--- src/rtl/seq_scan_pkg.sv ---
// Shared types and width helpers for the shared consecutive-ones scan arbiter.
package seq_scan_pkg;

    typedef enum logic [1:0] {
        ST_IDLE,
        ST_SCAN,
        ST_REPORT
    } state_e;

    localparam int unsigned N_REQ_DEF = 4;

    // Requester id width; clamped to 1 so a degenerate count still yields a legal vector.
    function automatic int unsigned id_width(input int unsigned n);
        return (n > 1) ? $clog2(n) : 1;
    endfunction

    localparam int unsigned ID_W = id_width(N_REQ_DEF);

endpackage

--- src/rtl/rr_arbiter.sv ---
// Combinational round-robin winner: first requester at or after rr_ptr, wrapping.
module rr_arbiter
    import seq_scan_pkg::*;
#(
    parameter int unsigned N  = N_REQ_DEF,
    parameter int unsigned IW = ID_W
) (
    input  logic [N-1:0]  req,
    input  logic [IW-1:0] rr_ptr,
    output logic          any,
    output logic [IW-1:0] win_id
);

    function automatic logic [IW-1:0] cand(input logic [IW-1:0] ptr, input int off);
        logic [31:0] s;
        s = 32'(ptr) + 32'(off);
        return IW'(s % 32'(N));
    endfunction

    // Walk offsets from farthest to nearest so the nearest pending request wins.
    always_comb begin
        any    = 1'b0;
        win_id = '0;
        for (int i = int'(N) - 1; i >= 0; i--) begin
            if (req[cand(rr_ptr, i)]) begin
                any    = 1'b1;
                win_id = cand(rr_ptr, i);
            end
        end
    end

endmodule

--- src/rtl/seq_scan_arbiter.sv ---
// One consecutive-ones run counter time-shared across N_REQ serial bit sources,
// granted round-robin, reporting each packet's run count with a one-cycle done strobe.
module seq_scan_arbiter
    import seq_scan_pkg::*;
#(
    parameter int unsigned N_REQ   = N_REQ_DEF,
    parameter int unsigned LEN_W   = 8,
    parameter int unsigned RUN_MIN = 2
) (
    input  logic                       clk,
    input  logic                       reset_n,
    input  logic [N_REQ-1:0]           req,
    input  logic [N_REQ*LEN_W-1:0]     req_len,
    input  logic [N_REQ-1:0]           bit_valid,
    input  logic [N_REQ-1:0]           bit_data,
    output logic [N_REQ-1:0]           bit_ready,
    output logic                       busy,
    output logic [id_width(N_REQ)-1:0] gnt_id,
    output logic                       done,
    output logic                       done_hit,
    output logic [LEN_W-1:0]           done_count
);

    localparam int unsigned GW    = id_width(N_REQ);
    localparam int unsigned RUN_W = $clog2(RUN_MIN + 1);

    state_e            state, state_n;
    logic [GW-1:0]     rr_ptr, rr_ptr_n, gnt_n, win_id;
    logic              any;
    logic [LEN_W-1:0]  remain, remain_n, count, count_n;
    logic [RUN_W-1:0]  run, run_n;
    logic              accept;
    logic [LEN_W-1:0]  len_arr [N_REQ];

    for (genvar i = 0; i < int'(N_REQ); i++) begin : g_len
        assign len_arr[i] = req_len[i*LEN_W +: LEN_W];
    end

    rr_arbiter #(
        .N  (N_REQ),
        .IW (GW)
    ) u_rr (
        .req    (req),
        .rr_ptr (rr_ptr),
        .any    (any),
        .win_id (win_id)
    );

    assign accept = (state == ST_SCAN) && bit_valid[gnt_id] && bit_ready[gnt_id];

    // Next-state, grant capture and run/hit counting.
    always_comb begin
        state_n  = state;
        gnt_n    = gnt_id;
        rr_ptr_n = rr_ptr;
        remain_n = remain;
        run_n    = run;
        count_n  = count;
        case (state)
            ST_IDLE: begin
                if (any) begin
                    gnt_n    = win_id;
                    remain_n = len_arr[win_id];
                    run_n    = '0;
                    count_n  = '0;
                    state_n  = (len_arr[win_id] == '0) ? ST_REPORT : ST_SCAN;
                end
            end
            ST_SCAN: begin
                if (accept) begin
                    remain_n = remain - LEN_W'(1);
                    if (bit_data[gnt_id]) begin
                        // Saturating run: a long run of ones is counted exactly once.
                        if (run == RUN_W'(RUN_MIN - 1)) begin
                            count_n = count + LEN_W'(1);
                        end
                        if (run != RUN_W'(RUN_MIN)) begin
                            run_n = run + RUN_W'(1);
                        end
                    end else begin
                        run_n = '0;
                    end
                    if (remain == LEN_W'(1)) begin
                        state_n = ST_REPORT;
                    end
                end
            end
            ST_REPORT: begin
                rr_ptr_n = (gnt_id == GW'(N_REQ - 1)) ? '0 : gnt_id + GW'(1);
                state_n  = ST_IDLE;
            end
            default: state_n = ST_IDLE;
        endcase
    end

    // State, counters and registered outputs derived from the next state.
    always_ff @(posedge clk or negedge reset_n) begin
        if (!reset_n) begin
            state      <= ST_IDLE;
            rr_ptr     <= '0;
            gnt_id     <= '0;
            remain     <= '0;
            run        <= '0;
            count      <= '0;
            bit_ready  <= '0;
            busy       <= 1'b0;
            done       <= 1'b0;
            done_hit   <= 1'b0;
            done_count <= '0;
        end else begin
            state     <= state_n;
            rr_ptr    <= rr_ptr_n;
            gnt_id    <= gnt_n;
            remain    <= remain_n;
            run       <= run_n;
            count     <= count_n;
            bit_ready <= (state_n == ST_SCAN) ? (N_REQ'(1) << gnt_n) : '0;
            busy      <= (state_n != ST_IDLE);
            done      <= (state_n == ST_REPORT);
            if (state_n == ST_REPORT) begin
                done_count <= count_n;
                done_hit   <= (count_n != '0);
            end
        end
    end

endmodule
--- config.mk ---
export PLATFORM = sky130hd
export DESIGN_NAME = seq_scan_arbiter
export DESIGN_NICKNAME = d
export VERILOG_FILES = /design/src/rtl/seq_scan_pkg.sv /design/src/rtl/rr_arbiter.sv /design/src/rtl/seq_scan_arbiter.sv
export SDC_FILE = /design/constraint.sdc
export NUM_CORES = 1
export LEC_CHECK = 0
export CAP_MARGIN = 20
export CORE_UTILIZATION = 32
export DETAILED_ROUTE_END_ITERATION = 16
export PLACE_DENSITY_LB_ADDON = 0.05
export SLEW_MARGIN = 15
export SYNTH_ARGS = -nofsm -noshare
export SYNTH_HDL_FRONTEND = slang
export SYNTH_HIERARCHICAL = 1
export SYNTH_SLANG_ARGS = --single-unit
export TNS_END_PERCENT = 50
--- constraint.sdc ---
create_clock -name clk -period 2.77 [get_ports clk]
set_clock_uncertainty 0.2 [all_clocks]
set_input_delay 0.4155 -clock clk [delete_from_list [all_inputs] [get_ports clk]]
set_output_delay 0.4155 -clock clk [all_outputs]
set_load 0.01 [all_outputs]
# Yosys cells after proc, flatten, opt, wreduce, memory -nomap -nowiden

Index checks and enable logic that the tools add are counted.

Add/subtract/negate cells: 7
Multiplexer cells: 47
Shifts and indexed selects: 1
Multipliers: 0
$lt $le $gt $ge: 6
Div/mod/pow operators: 0
Reduce and logical (&&, ||, !) cells: 9
Bitwise operators: 1
Equality and inequality tests: 11

Operators with widths:

| cell                                                     | number |
|---|---|
| 2-to-1 mux 8 bit                                         | 8 |
| case mux 8 bit (2 select lines)                          | 2 |
| 2-to-1 mux 2 bit                                         | 15 |
| binary-select mux 8 bit (select 2 bit)                   | 1 |
| < comparator 2 x 3 -> 1 bit, second input constant       | 5 |
| binary-select mux 1 bit (select 2 bit)                   | 7 |
| 2-to-1 mux 1 bit                                         | 11 |
| adder 8 x 1 -> 8 bit, second input constant              | 1 |
| equality test 8 x 1 -> 1 bit, second input constant      | 1 |
| zero test 8 bit                                          | 1 |
| case mux 2 bit (2 select lines)                          | 2 |
| nonzero test 8 bit                                       | 1 |
| subtractor 8 x 1 -> 8 bit, second input constant         | 1 |
| adder 2 x 1 -> 2 bit, second input constant              | 3 |
| equality test 2 x 1 -> 1 bit, second input constant      | 3 |
| equality test 2 bit, second input constant               | 3 |
| inequality test 2 bit, second input constant             | 3 |
| adder 2 bit, second input constant                       | 2 |
| 2-to-1 mux 4 bit                                         | 1 |
| AND reduction 4 bit                                      | 1 |
| nonzero test 2 bit                                       | 2 |
| << shifter 1 x 2 -> 4 bit, first input constant          | 1 |
| greater-or-equal comparator 3 bit, second input constant | 1 |
| inequality test 3 x 2 -> 1 bit, second input constant    | 1 |
| other kinds (4)                                          | 5 |

Memories kept: 0
Latch bits: 0
Memory bits (read-only): 0
Flip-flop bits (word level): 39
Input bits: 46
RAM bits: 0
Logic and storage cells: 93

# Depth between registers and ports, before layout

Depth in word-level cells: 17
Depth in mapped cells: 11
Depth with buffers taken out: 10

# Modules after synthesis

The synthesis kept the hierarchy.

By module, submodules not included:

| module           | area each (µm²) | seq. area each (µm²) | cells each | instances |
|---|---|---|---|---|
| seq_scan_arbiter | 2230.9          | 975.9                | 215        | 1 |
| rr_arbiter       | 77.6            | 0.0                  | 13         | 1 |

# Worst setup path after synthesis

No wires, ideal clock.

Path type: reg-to-reg
Start: register rr_ptr[1]
End: register done_count[0]
Setup time: 0.125 ns
Required time: 2.445 ns
Path buffers: 1
Period minus slack after synthesis: 2.813 ns
Stages on the path, launching flop included: 10
Arrival time: 2.488 ns
Slack: -0.043 ns
Cells stage by stage: dfrtp_1 mux2i_1 a211oi_2 buf_2 mux4_2 nor4_1 nand2_1 nor2_1 a41oi_2 mux2_2

Word-level cells in the longest chain between the ends: 16

Ends and longest elaborated chain:

| element                                               | RTL line                | source |
|---|---|---|
| start: declaration                                    | seq_scan_arbiter.sv:28  | `logic [GW-1:0] rr_ptr, rr_ptr_n, gnt_n, win_id;` |
| start signal: assignment                              | seq_scan_arbiter.sv:112 | `rr_ptr <= rr_ptr_n;` |
| adder 2 bit                                           | rr_arbiter.sv:16        | `s = 32'(ptr) + 32'(off);` |
| binary-select mux 1 bit (select 2 bit)                | rr_arbiter.sv:25        | `if (req[cand(rr_ptr, i)]) begin` |
| 2-to-1 mux 1 bit (not written as such)                | rr_arbiter.sv:25        |  |
| 2-to-1 mux 2 bit (3 in a row)                         | rr_arbiter.sv:25        |  |
| 2-to-1 mux 2 bit *                                    | rr_arbiter.sv:25        |  |
| via win_id[0]                                         | seq_scan_arbiter.sv:28  |  |
| inverter 2 -> 3 bit (not written as such) *           | seq_scan_arbiter.sv:66  | `state_n = (len_arr[win_id] == '0) ? ST_REPORT : ST_SCAN;` |
| binary-select mux 8 bit (select 2 bit) *              | seq_scan_arbiter.sv:66  |  |
| 2-to-1 mux 8 bit (not written as such) * (2 in a row) | seq_scan_arbiter.sv:66  |  |
| zero test 8 bit *                                     | seq_scan_arbiter.sv:66  |  |
| 2-to-1 mux 2 bit *                                    | seq_scan_arbiter.sv:66  |  |
| 2-to-1 mux 2 bit *                                    | seq_scan_arbiter.sv:61  | `if (any) begin` |
| case mux 2 bit (2 select lines) *                     | seq_scan_arbiter.sv:59  | `case (state)` |
| equality test 2 bit *                                 | seq_scan_arbiter.sv:120 | `if (state_n == ST_REPORT) begin` |
| end signal: assignment                                | seq_scan_arbiter.sv:121 | `done_count <= count_n;` |
| end: declaration                                      | seq_scan_arbiter.sv:21  | `output logic [LEN_W-1:0] done_count` |

Mark *: on every way through the listed nets, which the timed path passes. The rest lies on a longest branch. The select of a mux whose other input is x is not followed.
A chain may end at the register's enable or synchronous reset.

# Final worst setup path

Start: register rr_ptr[1]
End: register done_count[6]

The elaborated chain is that of the path after synthesis.

==> run_results.csv <==
group,metric,value,unit
run_status,outcome,"finished, violations left",
run_status,violations,"setup timing",
drt,drtIter0Drc,124,
cts,htreeDepth,2,
die,start_util,0.336,
synthesis,synth.most_common_cell,"dfrtp_1",
global_route,grt_pass1_vias,2208,
finish,fin_util,0.518,
synthesis,synth_cells,228,
cts,cts_made_buffers,5,
finish,area_growth,54.0,%
timing,min_period_over_period,1.08,
drt,dr.pass1.iters,4,
synthesis,synthesis.nets,280,
critical_path,rrSetupSlack,-220,ps
global_route,grt_usage,0.178,
synthesis,synth_area_leader_cell,"dfrtp_1",
placement,place.port_buffers,62,
die,io_pins,63,
synthesis,ys_seq_elements,39,
placement,dp.cells,416,
finish,final_nets,385,
timing,slew_violations,0,
die,core,6870,sq um
critical_path,timing.rr.start,"rr_ptr[1]",
cts,clock_path_buffers,2,
worst_hold_path,hold_path.class,"input pin to asynchronous set/reset pin",
critical_path,worstPathCellList,"nand2b_4, a21oi_2, a211oi_2, buf_6, buf_6, mux4_2, nor4_2, nand2_1, nor2_4, a41oi_4, mux2_4",
critical_path,start_kind,"flop",
global_route,grt_max_degree,40,
drt,drc_errors,0,
timing,slew_headroom,0.422,
synthesis,synth_ff_type,"dfrtp_1",
critical_path,endpoint_kind,"flop",
drt,wirelength,6200,um
global_route,antenna_found_initial,0,
die,fp.dieH,86.9,um
finish,drive_gt1_frac,0.272,
synthesis,synth_top_area_frac,0.423,
synthesis,synth_edf_count,0,
placement,hpwl,4720,um
timing,layout_setup_ws,-224,ps
critical_path,startpoint,"rr_ptr[1]",
drt,via_per_inst,4.92,
synthesis,synth_cell_types,47,
die,dieArea,7560,sq um
placement,gp_congestion,0.827,
drt,vias,2115,
run,cap_viol_max_count,0,
critical_path,crit_slowest_cell,"mux4_2",
pwr,ir_worst_vdd,0.405,mV
global_route,grt.overflow.total,0,
synthesis,yosys-top-cells-area,"dfrtp_1 42%, mux4_2 7.8%, mux2_2 4.4%",
timing,timing.hold.ws,32.3,ps
pwr,total_power,2.65,mW
cts,clk_pin_slew,80,ps
critical_path,arrival,2970,ps
global_route,grt_pass1_wl,10400,um
cts,cts-root-buf,"clkbuf_8",
timing,setup_viol,11,
critical_path,path_max_fanout,7,
timing,layout_min_cycle_time,2990,ps
timing,grt_setup_unrepaired,"true",
critical_path,worstRegToRegCells,11,
synthesis,synthTopCellsByCount,"39 x dfrtp_1, 24 x nor2_1, 22 x nand2_1",
cts,cts_hold_buf,0,
cts,insertion_delay,290,ps
finish,antenna-diode-count,0,
drt,postRouteAntennaNets,0,
critical_path,cpMostUsedCell,"buf_6",
timing,max_freq,334,MHz
cts,cts_tree,"built",
synthesis,synth_sequential_area_ratio,0.423,
synthesis,ys_warn_count,6,
critical_path,reg2reg_to,"done_count[6]",
finish,final_cell_count_no_fill,430,
synthesis,netlist_area,2310,sq um
cts,numClockSinks,39,
critical_path,criticalPathCategory,"flop to flop",
placement,place_worst_setup_slack,-749,ps
pwr,power_density,746,nW/um^2
synthesis,syn_avg_cell_area,10.1,sq um
pwr,leakage,1.51,nW
timing,tightest_slew,867,ps
synthesis,async_flop_share,1.00,
critical_path,critPathRequiredTime,2750,ps
drt,routedWlPerCell,14.4,um
die,die_w,86.9,um
die,rows,30,
timing,hold_violations,0,
critical_path,slowest_delay,530,ps
[cell families after synthesis]
group | Yosys count | synth area share
flops | 39 | 0.423
compound gates | 49 | 0.145
buf+inv | 18 | 0.0331
simple gates | 92 | 0.209
fa+ha+maj | 6 | 0.0325
mux | 24 | 0.158
[cell type report]
type | count | area, sq um
Tap cell | 96 | 120
Clock buffer | 5 | 68.8
Multi-Input combinational cell | 171 | 1330
Timing Repair Buffer | 105 | 956
Inverter | 11 | 41.3
Sequential cell | 39 | 976
Fill cell | 668 | 3310
Clock inverter | 3 | 67.6
[routing by layer]
layer | up-vias | wire length (um) | GRT usage
met5 | - | 0 | 0
met4 | 0 | 45 | 0.0439
met3 | 4 | 367 | 0.0341
met2 | 61 | 2870 | 0.296
met1 | 1007 | 2920 | 0.240
li1 | 1043 | - | -
[cell usage in the layout (no fill, tap or decap), types with 4 or more instances in the layout]
cell type / instances
ha_1: 6
mux2i_1: 6
buf_4: 37
dlygate4sd2_1: 4
mux4_2: 8
nor2_1: 23
and3_1: 6
buf_6: 6
clkdlybuf4s50_1: 57
mux2_2: 8
nand2b_1: 5
a21oi_1: 7
dfrtp_1: 39
nand2_1: 22
nand3_1: 8
inv_1: 11
o21ai_0: 19
clkbuf_8: 5
[worst max-delay path: cells and delay by family, from the launching register on]
kind	cells	cell delay, ps
AOI/OAI and AO/OA	3	370
buffers and inverters	2	250
DFF	1	420
muxes	2	880
and+or+nand+nor	4	740
[metrics by stage]
| stage | area, sq um | TNS [ps] |
|---|---|---|
| after floorplan | 2310 | 0 |
| after global placement | 3290 | -9890 |
| after detailed placement | 3290 | -10430 |
| after CTS | 3530 | -1980 |
| after global routing | 3560 | -3980 |
| final | 3560 | -1850 |
[timing repair]
action                     in CTS  in global routing
resized for setup              20                  6
setup endpoints to repair      16                 15
pin swaps                       6                  7
setup buffers                   5                  1
cloned                          1                  0
[flip-flops by register name, indices dropped and copies added (netlist names)]
signal	cells
busy	1
gnt_id	2
state	2
done_hit	1
run	2
rr_ptr	2
done	1
count	8
remain	8
done_count	8
bit_ready	4
[where the power goes]
group          total [mW]  internal (mW)  switching, mW
registers           0.887          0.725          0.162
logic                1.20          0.617          0.583
clock network       0.567          0.359          0.208
total                2.65           1.70          0.953
[how the worst max path moves through the flow]
| stage | endpoint | depth (start not counted) | slack [ps] |
|---|---|---|---|
| after floorplan | done_count[0] | 9 | 30 |
| after global placement | done_count[0] | 10 | -700 |
| after detailed placement | done_count[6] | 10 | -750 |
| after CTS | done_count[6] | 11 | -240 |
| after global routing | done_hit | 13 | -380 |
| final | done_count[6] | 11 | -220 |
(Power assumes the default switching activity.)
